`config.mk`:
```
export PLATFORM = sky130hd
export DESIGN_NAME = ram_addr_scheduler
export DESIGN_NICKNAME = d
export VERILOG_FILES = /design/src/rtl/ram_sched_pkg.sv /design/src/rtl/rr_arbiter3.sv /design/src/rtl/ram_addr_scheduler.sv
export SDC_FILE = /design/constraint.sdc
export NUM_CORES = 1
export LEC_CHECK = 0
export ABC_CLOCK_PERIOD_IN_PS = 2750
export CORE_ASPECT_RATIO = 0.8
export CORE_UTILIZATION = 42
export DETAILED_ROUTE_END_ITERATION = 7
export HOLD_SLACK_MARGIN = 0.15
export PLACE_DENSITY = 0.83
export SETUP_SLACK_MARGIN = 0.4
export SLEW_MARGIN = 10
export SYNTH_ARGS = -nofsm -noshare
export SYNTH_HDL_FRONTEND = slang
export SYNTH_SLANG_ARGS = --single-unit
```
`constraint.sdc`:
```
create_clock -name clk -period 2.75 [get_ports clk]
set_input_delay 0.275 -clock clk [delete_from_list [all_inputs] [get_ports clk]]
set_output_delay 0.275 -clock clk [all_outputs]
set_load 0.01 [all_outputs]
```
`src/rtl/ram_sched_pkg.sv`:
```
// Shared encodings for the feature-RAM address scheduler: FSM states, mux
// select codes, requester indices and small one-hot helpers.
package ram_sched_pkg;

    typedef enum logic [1:0] {
        IDLE  = 2'd0,
        BURST = 2'd1,
        DONE  = 2'd2
    } state_t;

    // Select code drives {Load, Image, Layer} of the 16-bit address mux.
    localparam logic [2:0] SEL_DEC  = 3'b100;
    localparam logic [2:0] SEL_FILE = 3'b110;
    localparam logic [2:0] SEL_LYR  = 3'b001;
    localparam logic [2:0] SEL_NONE = 3'b000;

    localparam logic [1:0] REQ_DEC  = 2'd0;
    localparam logic [1:0] REQ_FILE = 2'd1;
    localparam logic [1:0] REQ_LYR  = 2'd2;

    function automatic logic [2:0] sel_of(input logic [2:0] oh);
        case (oh)
            3'b001:  sel_of = SEL_DEC;
            3'b010:  sel_of = SEL_FILE;
            3'b100:  sel_of = SEL_LYR;
            default: sel_of = SEL_NONE;
        endcase
    endfunction

    // Round-robin successor of the requester just served.
    function automatic logic [1:0] ptr_after(input logic [2:0] oh);
        case (oh)
            3'b001:  ptr_after = REQ_FILE;
            3'b010:  ptr_after = REQ_LYR;
            default: ptr_after = REQ_DEC;
        endcase
    endfunction

endpackage

```
`src/rtl/rr_arbiter3.sv`:
```
// Combinational 3-way round-robin pick: first asserted request at or after
// ptr in the order Dec -> File -> Lyr -> Dec, returned one-hot.
module rr_arbiter3
    import ram_sched_pkg::*;
(
    input  logic [2:0] req,
    input  logic [1:0] ptr,
    output logic [2:0] gnt
);

    logic [1:0] first, second, third;

    always_comb begin
        first  = REQ_DEC;
        second = REQ_FILE;
        third  = REQ_LYR;
        case (ptr)
            REQ_FILE: begin
                first  = REQ_FILE;
                second = REQ_LYR;
                third  = REQ_DEC;
            end
            REQ_LYR: begin
                first  = REQ_LYR;
                second = REQ_DEC;
                third  = REQ_FILE;
            end
            default: ;
        endcase
    end

    always_comb begin
        gnt = 3'b000;
        if (req[first])
            gnt[first] = 1'b1;
        else if (req[second])
            gnt[second] = 1'b1;
        else if (req[third])
            gnt[third] = 1'b1;
    end

endmodule

```
`src/rtl/ram_addr_scheduler.sv`:
```
// Arbitrates the shared feature-RAM address path between decompressor, file
// loader and layer-input reader; issues burst addresses with RAM handshake.
module ram_addr_scheduler
    import ram_sched_pkg::*;
#(
    parameter int AW   = 16,
    parameter int NREQ = 3
) (
    input  logic          clk,
    input  logic          reset_n,
    input  logic          DecReq,
    input  logic [AW-1:0] DecBase,
    input  logic [AW-1:0] DecLen,
    input  logic          FileReq,
    input  logic [AW-1:0] FileBase,
    input  logic [AW-1:0] FileLen,
    input  logic          LyrReq,
    input  logic [AW-1:0] LyrBase,
    input  logic [AW-1:0] LyrLen,
    output logic          DecDone,
    output logic          FileDone,
    output logic          LyrDone,
    output logic          DecGrant,
    output logic          FileGrant,
    output logic          LyrGrant,
    output logic          Load,
    output logic          Image,
    output logic          Layer,
    output logic [AW-1:0] BurstAddr,
    output logic          RamValid,
    input  logic          RamReady,
    output logic          Busy
);

    state_t          state;
    logic [NREQ-1:0] req_vec;
    logic [NREQ-1:0] pick;
    logic [NREQ-1:0] owner;
    logic [NREQ-1:0] grant_r;
    logic [NREQ-1:0] done_r;
    logic [2:0]      sel_r;
    logic [1:0]      ptr;
    logic [AW-1:0]   addr;
    logic [AW-1:0]   remain;
    logic [AW-1:0]   pick_base;
    logic [AW-1:0]   pick_len;

    // Requester vector is indexed by REQ_DEC/REQ_FILE/REQ_LYR.
    assign req_vec = {LyrReq, FileReq, DecReq};

    rr_arbiter3 u_arb (
        .req (req_vec),
        .ptr (ptr),
        .gnt (pick)
    );

    always_comb begin
        pick_base = DecBase;
        pick_len  = DecLen;
        if (pick[REQ_FILE]) begin
            pick_base = FileBase;
            pick_len  = FileLen;
        end else if (pick[REQ_LYR]) begin
            pick_base = LyrBase;
            pick_len  = LyrLen;
        end
    end

    assign {Load, Image, Layer} = sel_r;
    assign DecGrant  = grant_r[REQ_DEC];
    assign FileGrant = grant_r[REQ_FILE];
    assign LyrGrant  = grant_r[REQ_LYR];
    assign DecDone   = done_r[REQ_DEC];
    assign FileDone  = done_r[REQ_FILE];
    assign LyrDone   = done_r[REQ_LYR];
    assign BurstAddr = addr;

    always_ff @(posedge clk or negedge reset_n) begin
        if (!reset_n) begin
            state    <= IDLE;
            ptr      <= REQ_DEC;
            owner    <= '0;
            grant_r  <= '0;
            done_r   <= '0;
            sel_r    <= SEL_NONE;
            addr     <= '0;
            remain   <= '0;
            RamValid <= 1'b0;
            Busy     <= 1'b0;
        end else begin
            done_r <= '0;
            case (state)
                IDLE: begin
                    if (|req_vec) begin
                        owner  <= pick;
                        addr   <= pick_base;
                        remain <= pick_len;
                        Busy   <= 1'b1;
                        // A zero-length burst issues no beats: straight to the Done cycle.
                        if (pick_len == '0) begin
                            state  <= DONE;
                            done_r <= pick;
                        end else begin
                            state    <= BURST;
                            grant_r  <= pick;
                            sel_r    <= sel_of(pick);
                            RamValid <= 1'b1;
                        end
                    end
                end
                BURST: begin
                    if (RamReady) begin
                        addr   <= addr + AW'(1);
                        remain <= remain - AW'(1);
                        if (remain == AW'(1)) begin
                            state    <= DONE;
                            done_r   <= owner;
                            grant_r  <= '0;
                            sel_r    <= SEL_NONE;
                            RamValid <= 1'b0;
                        end
                    end
                end
                DONE: begin
                    state <= IDLE;
                    ptr   <= ptr_after(owner);
                    Busy  <= 1'b0;
                end
                default: begin
                    state <= IDLE;
                    Busy  <= 1'b0;
                end
            endcase
        end
    end

endmodule

```
==> impl_results.rst, run 1 <==
.. list-table::
   :header-rows: 1

   * - Metric
     - Value
   * - Outcome
     - complete, but fails checks
   * - Failing checks
     - negative setup slack
   * - Critical setup path kind
     - reg -> reg
   * - Number of synthesized flops with an enable pin
     - 0
   * - Startpoint type of the worst setup path
     - flip-flop
   * - Share of the yosys chip area belonging to registers
     - 0.3331
   * - Setup slack on the worst flop-to-flop path
     - -0.14 ns
   * - Leading register cell type out of synthesis
     - sky130_fd_sc_hd__dfrtp_1
   * - Flop pwr share
     - 0.198
   * - Number of distinct library cell variants in the gate-level netlist after synthesis
     - 60
   * - Largest net degree at the start of global routing
     - 54
   * - Final Max Tran Viols
     - 0
   * - Setup repair after global routing missed its margin
     - true
   * - TritonCTS clock tree
     - built
   * - Clock skew
     - 0.008329 ns
   * - Max Fanout on Critical Path
     - 5
   * - Setup-violating endpoint count in the final report
     - 10
   * - Yosys synthesis warning count
     - 0
   * - Max incr delay on CP
     - 0.43 ns
   * - Maximum frequency from static timing analysis
     - 0.3461 GHz
   * - Proportion of netlist area held by the largest area contributor
     - 0.3331
   * - Class of the tightest hold or removal check
     - reg -> reg
   * - Final period utilization
     - 1.051
   * - Final ANT Viol Nets
     - 0
   * - Clock insertion delay at the later pin of the skew report
     - 0.31 ns
   * - R2R Path Start
     - ptr[0]$_DFFE_PN0N_
   * - Most frequent cell after synthesis
     - sky130_fd_sc_hd__nand2_1
   * - Total Routed Length
     - 16.85 mm
   * - Total via count after detailed routing
     - 5,149
   * - Number of antenna violations at the first check in global routing
     - 0
   * - Max-Cap Viols
     - 0
   * - Share of total power in combinational logic
     - 0.727
   * - Die outline width
     - 107.7 µm
   * - Net switching power of the design
     - 0.003553 W
   * - Core ar.
     - 0.008596 mm²
   * - Total grt overflow
     - 0
   * - Depth of the CTS H-tree
     - 2
   * - Endpoint kind of the worst setup timing path
     - flip-flop
   * - Cell depth of the worst min-delay path
     - 1
   * - Path depth of the worst reg2reg path
     - 12
   * - Synth top area cells
     - sky130_fd_sc_hd__dfrtp_1 33%, sky130_fd_sc_hd__nand2_1 8.6%, sky130_fd_sc_hd__a21oi_1 6.4%, sky130_fd_sc_hd__nor2_1 6.3%, sky130_fd_sc_hd__o21ai_0 5.5%
   * - Post-synth design cell area
     - 0.003756 mm²
   * - Syn Nets
     - 616
   * - Full die area
     - 0.009328 mm²
   * - Portion of total power attributed to the clock network
     - 0.076
   * - Setup slack after layout
     - -0.1398 ns
   * - Async set-or-reset flop fraction in the synthesized netlist
     - 1.000
   * - Cells after Synth
     - 507
   * - Via count of the first global-routing pass
     - 4,525
   * - Slowest CP cell
     - sky130_fd_sc_hd__dfrtp_1
   * - Slew Limit Headroom
     - 0.3085
   * - Final-layout fill cell count
     - 542
   * - Number of antenna cells inserted
     - 0
   * - Fraction of final layout cells with drive strength greater than 1
     - 0.2747
   * - Number of buffers added on ports
     - 128
   * - Count of nets after finishing
     - 807
   * - Min-Delay Endpoint
     - sel_r[0]$_DFFE_PN0P_
   * - Clock edge transition at the registers on the reported setup and hold paths
     - 0.11 ns
   * - Top post-synthesis cells by count
     - 86 x sky130_fd_sc_hd__nand2_1, 63 x sky130_fd_sc_hd__nor2_1, 50 x sky130_fd_sc_hd__dfrtp_1
   * - Maximum ir drop on the vdd rail
     - 0.8346 mV
   * - Total internal power
     - 0.004014 W
   * - CTS Sinks
     - 50
   * - Clk Tree Root Cell
     - sky130_fd_sc_hd__clkbuf_8
   * - Switching share of power
     - 0.4695
   * - Total Neg Setup Slack
     - -0.6102 ns
   * - DP HPWL
     - 9.470 mm
   * - Source of the worst hold timing path
     - sel_r[0]$_DFFE_PN0P_
   * - Number of DRC violations after detailed routing
     - 0
   * - Number of storage elements in the synthesis netlist
     - 50
   * - Cell-by-cell listing of the critical path
     - inv_2, ha_4, nor3b_4, o21a_4, o31ai_4, buf_6, mux2i_4, a41oi_4, nor3_4, buf_6, nor2_4, a32o_1
   * - First-pass GRT wire length
     - 21.95 mm
   * - Pre-antenna DRT Iters
     - 8
   * - Area overhead of the layout relative to synthesis
     - 78.51%
   * - Detail-routed via count per cell
     - 6.349
   * - Maximum count of clock buffers along a single path
     - 2
   * - Min cycle time layout
     - 2.890 ns
   * - Static leakage
     - 2.696 nW
   * - Critical path required time
     - 2.96 ns
   * - Average detailed-routed wire length per instance
     - 20.78 µm
   * - Initial standard-cell utilization of the core
     - 0.4370
   * - Num CTS Buffers
     - 5
   * - Transition time at the pin with the least slew margin
     - 1.037 ns
   * - Vertical die dimension
     - 86.59 µm
   * - Final hold vios
     - 0
   * - Post-synthesis average cell area
     - 7.408 µm²
   * - # rows
     - 30
   * - Power per standard cell area
     - 1129 mW/mm²
   * - Placer Congestion
     - 0.9062
   * - Critical path's most frequent cell
     - sky130_fd_sc_hd__buf_6
   * - Detailed router's first-iteration violation count
     - 659
   * - Overall Global Routing Usage
     - 0.3025
   * - Tot Pwr
     - 0.007567 W
   * - Cell type contributing the most total cell area after synthesis
     - sky130_fd_sc_hd__dfrtp_1
   * - Arrival @ worst endpoint
     - 3.10 ns
   * - Critical register-to-register path endpoint
     - sel_r[2]$_DFFE_PN0P_
   * - Number of I/O pins
     - 129
[layout by cell type, fill, tap and decap left out, types with 16 or more instances in the layout]
cell type and count:
sky130_fd_sc_hd__buf_6 24, sky130_fd_sc_hd__a21oi_1 46, sky130_fd_sc_hd__clkdlybuf4s50_1 127, sky130_fd_sc_hd__nand2_1 68, sky130_fd_sc_hd__nor2_4 17, sky130_fd_sc_hd__nor2_1 45, sky130_fd_sc_hd__buf_4 50, sky130_fd_sc_hd__dfrtp_1 50
sky130_fd_sc_hd__o21ai_0 25, sky130_fd_sc_hd__o21ai_1 16
[layout make-up]
| type | instances | area [µm²] | share of cell area |
|---|---|---|---|
| multi-input combinational | 411 | 2905 | 0.4333 |
| sequential | 50 | 1251 | 0.1866 |
| clock inverter | 3 | 48.80 | 0.007277 |
| inverter | 13 | 48.80 | 0.007277 |
| tap | 112 | 140.1 | 0.02090 |
| timing repair buffer | 217 | 2242 | 0.3344 |
| clock buffer | 5 | 68.82 | 0.01026 |
[per-stage QoR]
stage / setup slack (ns) / cell area (µm²) / utilization / std cells / hold slack, ns
floorplan: 0.1335 / 3845 / - / 507 / -0.02059
detailed placement: -0.1924 / 5385 / 0.6265 / 750 / 0.4398
global route: -0.2039 / 6705 / 0.7801 / 811 / 0.5216
global placement: -0.07124 / 5385 / 0.6265 / 750 / 0.4332
finish: -0.1398 / 6705 / 0.7801 / 811 / 0.4952
CTS: 0.03191 / 5818 / 0.6769 / 772 / 0.5014
[power by group through the flow]
stage	Clock (W)	Combinational, W	Sequential (W)
floorplan	0	0.00227	0.00145
global placement	0	0.00349	0.00144
detailed placement	0	0.00359	0.00145
CTS	0.000561	0.00408	0.00144
global route	0.000595	0.00580	0.00153
finish	0.000574	0.00550	0.00149
[worst max-delay path, delay by kind of cell, from the launching register on]
family	cells	cell delay (ns)
AOI/OAI and AO/OA	4	0.87
and+or+nand+nor	3	0.54
buffers and inverters	3	0.44
DFF	1	0.43
muxes	1	0.27
adders and majority gates	1	0.22
[kinds of logic after synthesis]
| group | synth area share |
|---|---|
| and+or+nand+nor | 0.2682 |
| AOI/OAI and AO/OA | 0.2961 |
| DFF | 0.3331 |
| buffers and inverters | 0.04930 |
| muxes | 0.02765 |
| adders and majority gates | 0.02332 |
| xor gates and xnor gates | 0.002332 |
[sequential cells by signal, indices dropped and copies added, names as in the netlist, 2 cells and up]
register   cells
BurstAddr     16
remain        16
done_r         3
grant_r        3
owner          3
sel_r          3
ptr            2
state          2
[worst max-delay path by stage]
stage | start | slack, ns | end | cells after the start
2_1_floorplan | ptr[0]$_DFFE_PN0N_ | 0.13 | sel_r[1]$_DFFE_PN0P_ | 10
3_3_place_gp | FileReq | -0.07 | sel_r[2]$_DFFE_PN0P_ | 11
3_5_place_dp | FileReq | -0.19 | sel_r[2]$_DFFE_PN0P_ | 11
4_1_cts | ptr[0]$_DFFE_PN0N_ | 0.03 | sel_r[2]$_DFFE_PN0P_ | 12
5_1_grt | ptr[0]$_DFFE_PN0N_ | -0.20 | sel_r[2]$_DFFE_PN0P_ | 12
6_report | ptr[0]$_DFFE_PN0N_ | -0.14 | sel_r[2]$_DFFE_PN0P_ | 12
[what timing repair did]
item,CTS,global route
resized for setup,32,129
setup buffers,11,34
gates cloned,2,5
pin swaps,12,59
setup endpoints to repair,44,45
hold buffers,1,0
endpoints found under the hold margin,50,0
[per-layer routing]
layer | up-vias | part of all wire | global-route usage
li1 | 2243 | - | -
met1 | 2436 | 0.37 | 0.3798
met2 | 388 | 0.48 | 0.5012
met3 | 82 | 0.11 | 0.06692
met4 | 0 | 0.041 | 0.1345
met5 | - | 0 | 0
Power figures use the tool's default switching activity.
==> run 2: changes to the inputs <==
Settings changed: SKIP_LAST_GASP from default to 1.
==> impl_results.rst, run 2 (synthesized netlist as in run 1, its figures left out) <==
.. list-table::
   :header-rows: 1

   * - Metric
     - Value
   * - Clock edge transition at the registers on the reported setup and hold paths
     - 0.11 ns (about the same)
   * - Total via count after detailed routing
     - 5,118 (-0.60%)
   * - Setup slack after layout
     - -0.1479 ns (-0.008118 ns)
   * - Power per standard cell area
     - 1123 mW/mm² (-0.47%)
   * - Class of the tightest hold or removal check
     - reg -> reg
   * - Endpoint kind of the worst setup timing path
     - flip-flop
   * - Cell Count Post-Placement
     - 750 (unchanged)
   * - Largest net degree at the start of global routing
     - 54 (unchanged)
   * - Startpoint type of the worst setup path
     - flip-flop
   * - Final period utilization
     - 1.054 (+0.002952)
   * - Num CTS Buffers
     - 5 (unchanged)
   * - TritonCTS clock tree
     - built
   * - Transition time at the pin with the least slew margin
     - 1.043 ns (+0.005428 ns)
   * - Fraction of final layout cells with drive strength greater than 1
     - 0.2575 (-0.01717)
   * - Number of I/O pins
     - 129 (unchanged)
   * - Initial standard-cell utilization of the core
     - 0.4370 (unchanged)
   * - Clock insertion delay at the later pin of the skew report
     - 0.32 ns (about the same)
   * - Setup-violating endpoint count in the final report
     - 12 (+2)
   * - Via count of the first global-routing pass
     - 4,525 (unchanged)
   * - Setup repair after global routing missed its margin
     - true
   * - Cell depth of the worst min-delay path
     - 1 (unchanged)
   * - Depth of the CTS H-tree
     - 2 (unchanged)
   * - Core ar.
     - 0.008596 mm² (unchanged)
   * - Clk Tree Root Cell
     - sky130_fd_sc_hd__clkbuf_8
   * - CTS Sinks
     - 50 (unchanged)
   * - Source of the worst hold timing path
     - sel_r[0]$_DFFE_PN0P_
   * - Pre-antenna DRT Iters
     - 7 (-1)
   * - Critical setup path kind
     - reg -> reg
   * - Maximum ir drop on the vdd rail
     - 0.7393 mV (-11%)
   * - Count of nets after finishing
     - 807 (unchanged)
   * - Detail-routed via count per cell
     - 6.311 (-0.60%)
   * - Max-Cap Viols
     - 0 (unchanged)
   * - Most common cell after layout, fill and taps aside
     - sky130_fd_sc_hd__clkdlybuf4s50_1
   * - Number of antenna violations at the first check in global routing
     - 0 (unchanged)
   * - Clock skew
     - 0.008277 ns (-0.00005207 ns)
   * - Failing checks
     - negative setup slack
   * - Min-Delay Endpoint
     - sel_r[0]$_DFFE_PN0P_
   * - Path depth of the worst reg2reg path
     - 12 (unchanged)
   * - Full die area
     - 0.009328 mm² (unchanged)
   * - Number of DRC violations after detailed routing
     - 0 (unchanged)
   * - Outcome
     - complete, but fails checks
   * - First-pass GRT wire length
     - 21.95 mm (unchanged)
   * - Critical path required time
     - 2.96 ns (about the same)
   * - Finished Layout Cells
     - 811 (unchanged)
   * - Final Max Tran Viols
     - 0 (unchanged)
   * - Maximum frequency from static timing analysis
     - 0.3451 GHz (-0.28%)
   * - Average detailed-routed wire length per instance
     - 20.37 µm (-2.0%)
   * - R2R Path Start
     - ptr[0]$_DFFE_PN0N_
   * - Final-layout fill cell count
     - 574 (+5.9%)
   * - Vertical die dimension
     - 86.59 µm (unchanged)
   * - Number of buffers added on ports
     - 128 (unchanged)
   * - Overall Global Routing Usage
     - 0.3025 (unchanged)
   * - Detailed router's first-iteration violation count
     - 759 (+15%)
   * - Total Routed Length
     - 16.52 mm (-2.0%)
   * - Die outline width
     - 107.7 µm (unchanged)
   * - DP HPWL
     - 9.470 mm (unchanged)
   * - Tot Pwr
     - 0.007379 W (-2.5%)
   * - Final hold vios
     - 0 (unchanged)
   * - Number of antenna cells inserted
     - 0 (unchanged)
   * - Maximum count of clock buffers along a single path
     - 2 (unchanged)
   * - Area overhead of the layout relative to synthesis
     - 74.92%
   * - Max Fanout on Critical Path
     - 5 (unchanged)
   * - # rows
     - 30 (unchanged)
   * - Critical register-to-register path endpoint
     - sel_r[2]$_DFFE_PN0P_
   * - Final ANT Viol Nets
     - 0 (unchanged)
   * - Min cycle time layout
     - 2.898 ns (+0.008118 ns)
   * - Slew Limit Headroom
     - 0.3049 (-0.003619)
   * - Setup slack on the worst flop-to-flop path
     - -0.15 ns (about the same)
   * - Static leakage
     - 2.668 nW (-1.0%)
   * - Placer Congestion
     - 0.9062 (unchanged)
   * - Arrival @ worst endpoint
     - 3.10 ns (about the same)
   * - Highest-count cells in the layout ignoring fill and taps
     - 127 x sky130_fd_sc_hd__clkdlybuf4s50_1, 71 x sky130_fd_sc_hd__nand2_1, 53 x sky130_fd_sc_hd__buf_4, 51 x sky130_fd_sc_hd__nor2_1, 50 x sky130_fd_sc_hd__dfrtp_1
   * - Total grt overflow
     - 0 (unchanged)
-- run 2: cell counts in the layout (fill, tap and decap cells not counted) --
No cell type changed its count.
-- run 2: critical path, cell delays in order (launching register included) --
cell,delay [ns]
sky130_fd_sc_hd__dfrtp_1,0.42
sky130_fd_sc_hd__inv_2,0.09
sky130_fd_sc_hd__ha_4,0.22
sky130_fd_sc_hd__nor3b_4,0.16
sky130_fd_sc_hd__o21a_4,0.24
sky130_fd_sc_hd__o31ai_4,0.23
sky130_fd_sc_hd__buf_6,0.18
sky130_fd_sc_hd__mux2i_4,0.27
sky130_fd_sc_hd__a41oi_4,0.16
sky130_fd_sc_hd__nor3_4,0.36
sky130_fd_sc_hd__buf_6,0.17
sky130_fd_sc_hd__nor2_4,0.04
sky130_fd_sc_hd__a32o_1,0.24
-- run 2: worst max path at each step --
stage,start,end,slack [ns]
4_1_cts,ptr[0]$_DFFE_PN0N_,sel_r[2]$_DFFE_PN0P_,0.03
2_1_floorplan,ptr[0]$_DFFE_PN0N_,sel_r[1]$_DFFE_PN0P_,0.13
5_1_grt,ptr[0]$_DFFE_PN0N_,sel_r[2]$_DFFE_PN0P_,-0.22
3_3_place_gp,FileReq,sel_r[2]$_DFFE_PN0P_,-0.07
3_5_place_dp,FileReq,sel_r[2]$_DFFE_PN0P_,-0.19
6_report,ptr[0]$_DFFE_PN0N_,sel_r[2]$_DFFE_PN0P_,-0.15
-- run 2: routing by layer --
metal / vias to the layer above / GRT usage / wire [µm]
met5: - / 0 / 0
met4: 0 / 0.1345 / 830
met1: 2404 / 0.3798 / 6163
met3: 91 / 0.06692 / 1663
li1: 2242 / - / -
met2: 381 / 0.5012 / 7859
-- run 2: final cells by class --
cell class              count  area (µm²)  share of cell area
multi-input cells         411        2781              0.4233
repair buffers            217        2231              0.3396
flip-flops and latches     50        1251              0.1904
well taps                 112       140.1             0.02133
clock buffers               5       68.82             0.01047
clock inverters             3       48.80            0.007427
inverters                  13       48.80            0.007427
-- run 2: through the flow --
stage	worst slack [ns]	hold WS (ns)	utilization	setup TNS [ns]	instance area (µm²)
after global placement	-0.07124	0.4332	0.6265	-0.2921	5385
after floorplan	0.1335	-0.02059	-	0	3845
final	-0.1479	0.4964	0.7643	-0.6659	6570
after detailed placement	-0.1924	0.4398	0.6265	-1.225	5385
after CTS	0.03191	0.5014	0.6769	0	5818
after global routing	-0.2155	0.5217	0.7643	-1.567	6570
-- run 2: power breakdown --
part	internal, W	switching (W)
combinational	0.00259	0.00273
sequential	0.00108	0.000407
clock	0.000278	0.000294
-- run 2: what timing repair did --
item                                    in CTS  in global routing
hold buffers                                 1                  0
pin swaps                                   12                 56
gates resized for setup                     32                 97
gates cloned                                 2                  5
buffers inserted                            11                 34
endpoints found under the setup margin      44                 45
hold endpoints to repair                    50                  0
==> run 3: changes to the inputs <==
Settings changed: CORE_UTILIZATION 42 to 40, PLACE_DENSITY 0.83 to 0.8.
==> impl_results.rst, run 3 (synthesized netlist as in run 1, its figures left out) <==
.. list-table::
   :header-rows: 1

   * - Metric
     - Value
   * - Largest net degree at the start of global routing
     - 41 (-24%)
   * - Outcome
     - complete, but fails checks
   * - Final ANT Viol Nets
     - 0 (unchanged)
   * - Min cycle time layout
     - 2.849 ns (-0.04892 ns)
   * - # rows
     - 31 (+3.3%)
   * - Number of antenna cells inserted
     - 0 (unchanged)
   * - Critical path required time
     - 2.94 ns (-0.02 ns)
   * - Most common cell after layout, fill and taps aside
     - sky130_fd_sc_hd__clkdlybuf4s50_1
   * - Count of nets after finishing
     - 787 (-2.5%)
   * - Maximum ir drop on the vdd rail
     - 0.6872 mV (-7.0%)
   * - Summed area of non-filler cells in the final layout
     - 0.006266 mm² (-4.6%)
   * - Fraction of final layout cells with drive strength greater than 1
     - 0.2091 (-0.04838)
   * - Max-Cap Viols
     - 0 (unchanged)
   * - Endpoint kind of the worst setup timing path
     - flip-flop
   * - Arrival @ worst endpoint
     - 3.04 ns (-0.06 ns)
   * - Maximum count of clock buffers along a single path
     - 2 (unchanged)
   * - Fin Hold WS
     - 0.4946 ns (-0.001830 ns)
   * - Setup WS pre-CTS
     - -0.2178 ns (-0.02535 ns)
   * - Power per standard cell area
     - 1110 mW/mm² (-1.2%)
   * - Final Max Tran Viols
     - 0 (unchanged)
   * - Num CTS Buffers
     - 5 (unchanged)
   * - Number of DRC violations after detailed routing
     - 0 (unchanged)
   * - DP HPWL
     - 9.526 mm (+0.60%)
   * - Clock edge transition at the registers on the reported setup and hold paths
     - 0.08 ns (-0.03 ns)
   * - Area of placed instances
     - 0.005414 mm² (+0.53%)
   * - Highest-count cells in the layout ignoring fill and taps
     - 127 x sky130_fd_sc_hd__clkdlybuf4s50_1, 85 x sky130_fd_sc_hd__nand2_1, 52 x sky130_fd_sc_hd__nor2_1, 49 x sky130_fd_sc_hd__dfrtp_1, 49 x sky130_fd_sc_hd__buf_4
   * - First-pass GRT wire length
     - 20.44 mm (-6.9%)
   * - Critical setup path kind
     - reg -> reg
   * - Clock insertion delay at the later pin of the skew report
     - 0.30 ns (-0.02 ns)
   * - Pre-antenna DRT Iters
     - 5 (-2)
   * - TritonCTS clock tree
     - built
   * - Vertical die dimension
     - 88.68 µm (+2.4%)
   * - Maximum frequency from static timing analysis
     - 0.3510 GHz (+1.7%)
   * - Setup slack after layout
     - -0.09895 ns (+0.04892 ns)
   * - Detail-routed via count per cell
     - 6.089 (-3.5%)
   * - Setup-violating endpoint count in the final report
     - 11 (-1)
   * - Class of the tightest hold or removal check
     - reg -> reg
   * - Number of I/O pins
     - 129 (unchanged)
   * - Core ar.
     - 0.009076 mm² (+5.6%)
   * - Detailed router's first-iteration violation count
     - 524 (-31%)
   * - Setup repair after global routing missed its margin
     - true
   * - Final period utilization
     - 1.036 (-0.01779)
   * - Startpoint type of the worst setup path
     - flip-flop
   * - Number of antenna violations at the first check in global routing
     - 0 (unchanged)
   * - Slew Limit Headroom
     - 0.5408 (+0.2359)
   * - Static leakage
     - 2.527 nW (-5.3%)
   * - CTS Sinks
     - 50 (unchanged)
   * - Tot Pwr
     - 0.006954 W (-5.8%)
   * - Die outline width
     - 110.3 µm (+2.4%)
   * - Clk Tree Root Cell
     - sky130_fd_sc_hd__clkbuf_16
   * - Average detailed-routed wire length per instance
     - 19.17 µm (-5.9%)
   * - Area overhead of the layout relative to synthesis
     - 66.82%
   * - Depth of the CTS H-tree
     - 2 (unchanged)
   * - Clock skew
     - 0.005761 ns (-0.002516 ns)
   * - Placer Congestion
     - 0.8934 (-1.4%)
   * - Final hold vios
     - 0 (unchanged)
   * - Max Fanout on Critical Path
     - 8 (+3)
   * - Via count of the first global-routing pass
     - 4,300 (-5.0%)
   * - Total grt overflow
     - 0 (unchanged)
   * - Total Routed Length
     - 15.22 mm (-7.8%)
   * - Failing checks
     - negative setup slack
   * - Initial standard-cell utilization of the core
     - 0.4138 (-0.02313)
   * - Number of buffers added on ports
     - 128 (unchanged)
   * - Transition time at the pin with the least slew margin
     - 0.6888 ns (-0.3539 ns)
   * - Full die area
     - 0.009784 mm² (+4.9%)
   * - Total via count after detailed routing
     - 4,835 (-5.5%)
   * - Overall Global Routing Usage
     - 0.2699 (-0.03266)
-- run 3: cell types whose count changed in the layout (fill, tap and decap cells not counted), moves of 3 or more --
cell and delta:
sky130_fd_sc_hd__buf_6 -15, sky130_fd_sc_hd__nand2_2 -9, sky130_fd_sc_hd__nand3_2 +3, sky130_fd_sc_hd__clkbuf_16 +4
sky130_fd_sc_hd__nand3_1 -3, sky130_fd_sc_hd__nand2_4 -5, sky130_fd_sc_hd__o21ai_0 +7, sky130_fd_sc_hd__buf_4 -4
sky130_fd_sc_hd__clkbuf_8 -5, sky130_fd_sc_hd__nand2_1 +14, sky130_fd_sc_hd__o21ai_1 -7
-- run 3: worst paths after layout --
path                                      start                         to  slack (ns)  depth (start not counted)
min in group asynchronous               reset_n         ptr[0]$_DFFE_PN0N_        0.53                          2
min reg2reg                sel_r[0]$_DFFE_PN0P_       sel_r[0]$_DFFE_PN0P_        0.49                          1
max                          ptr[1]$_DFFE_PN0N_       sel_r[2]$_DFFE_PN0P_        -0.1                         10
max reg2reg                  ptr[1]$_DFFE_PN0N_       sel_r[2]$_DFFE_PN0P_        -0.1                         10
max in group asynchronous               reset_n  BurstAddr[13]$_DFFE_PN0P_        1.41                          3
min                        sel_r[0]$_DFFE_PN0P_       sel_r[0]$_DFFE_PN0P_        0.49                          1
-- run 3: routing by layer --
metal,global-route usage,vias up,part of all wire
met5,0,-,0
met2,0.4681,294,0.48
met4,0.06699,0,0.032
met1,0.3435,2308,0.39
li1,-,2191,-
met3,0.05596,42,0.092
-- run 3: report_power, final --
| part | internal, W | switching, W | leakage (nW) |
|---|---|---|---|
| Clock | 0.000350 | 0.000325 | 0.0763 |
| Sequential | 0.00108 | 0.000409 | 0.600 |
| Combinational | 0.00231 | 0.00247 | 1.85 |
| Total | 0.00375 | 0.00321 | 2.53 |
-- run 3: cell type report --
cell class | count | area [µm²]
multi-input combinational | 411 | 2675
tap | 115 | 143.9
timing repair buffer | 197 | 1992
sequential | 50 | 1252
inverter | 13 | 48.80
clock inverter | 3 | 28.78
fill | 723 | 2810
clock buffer | 5 | 125.1
-- run 3: what timing repair did --
item                       CTS  global route
setup endpoints to repair   44            41
resized for setup           20            60
hold buffers                 1             0
setup buffers                7            21
gates cloned                 0             4
hold endpoints to repair    24             0
pin swaps                    9            35
-- run 3: metrics by stage --
step,TNS [ns],utilization,cells
global route,-1.278,0.6904,794
global placement,-0.2915,0.5965,753
floorplan,0,-,507
CTS,-0.01870,0.6315,769
detailed placement,-1.879,0.5965,753
finish,-0.4391,0.6904,794
-- run 3: critical path: stages, from the launching register on --
cell                        delay, ns
sky130_fd_sc_hd__dfrtp_2         0.46
sky130_fd_sc_hd__ha_4            0.28
sky130_fd_sc_hd__buf_6           0.14
sky130_fd_sc_hd__o311a_4         0.31
sky130_fd_sc_hd__o2bb2ai_4       0.25
sky130_fd_sc_hd__mux2i_2         0.31
sky130_fd_sc_hd__nand4_1         0.21
sky130_fd_sc_hd__nor3_4          0.34
sky130_fd_sc_hd__buf_6           0.16
sky130_fd_sc_hd__nor2_4          0.04
sky130_fd_sc_hd__a32o_1          0.24
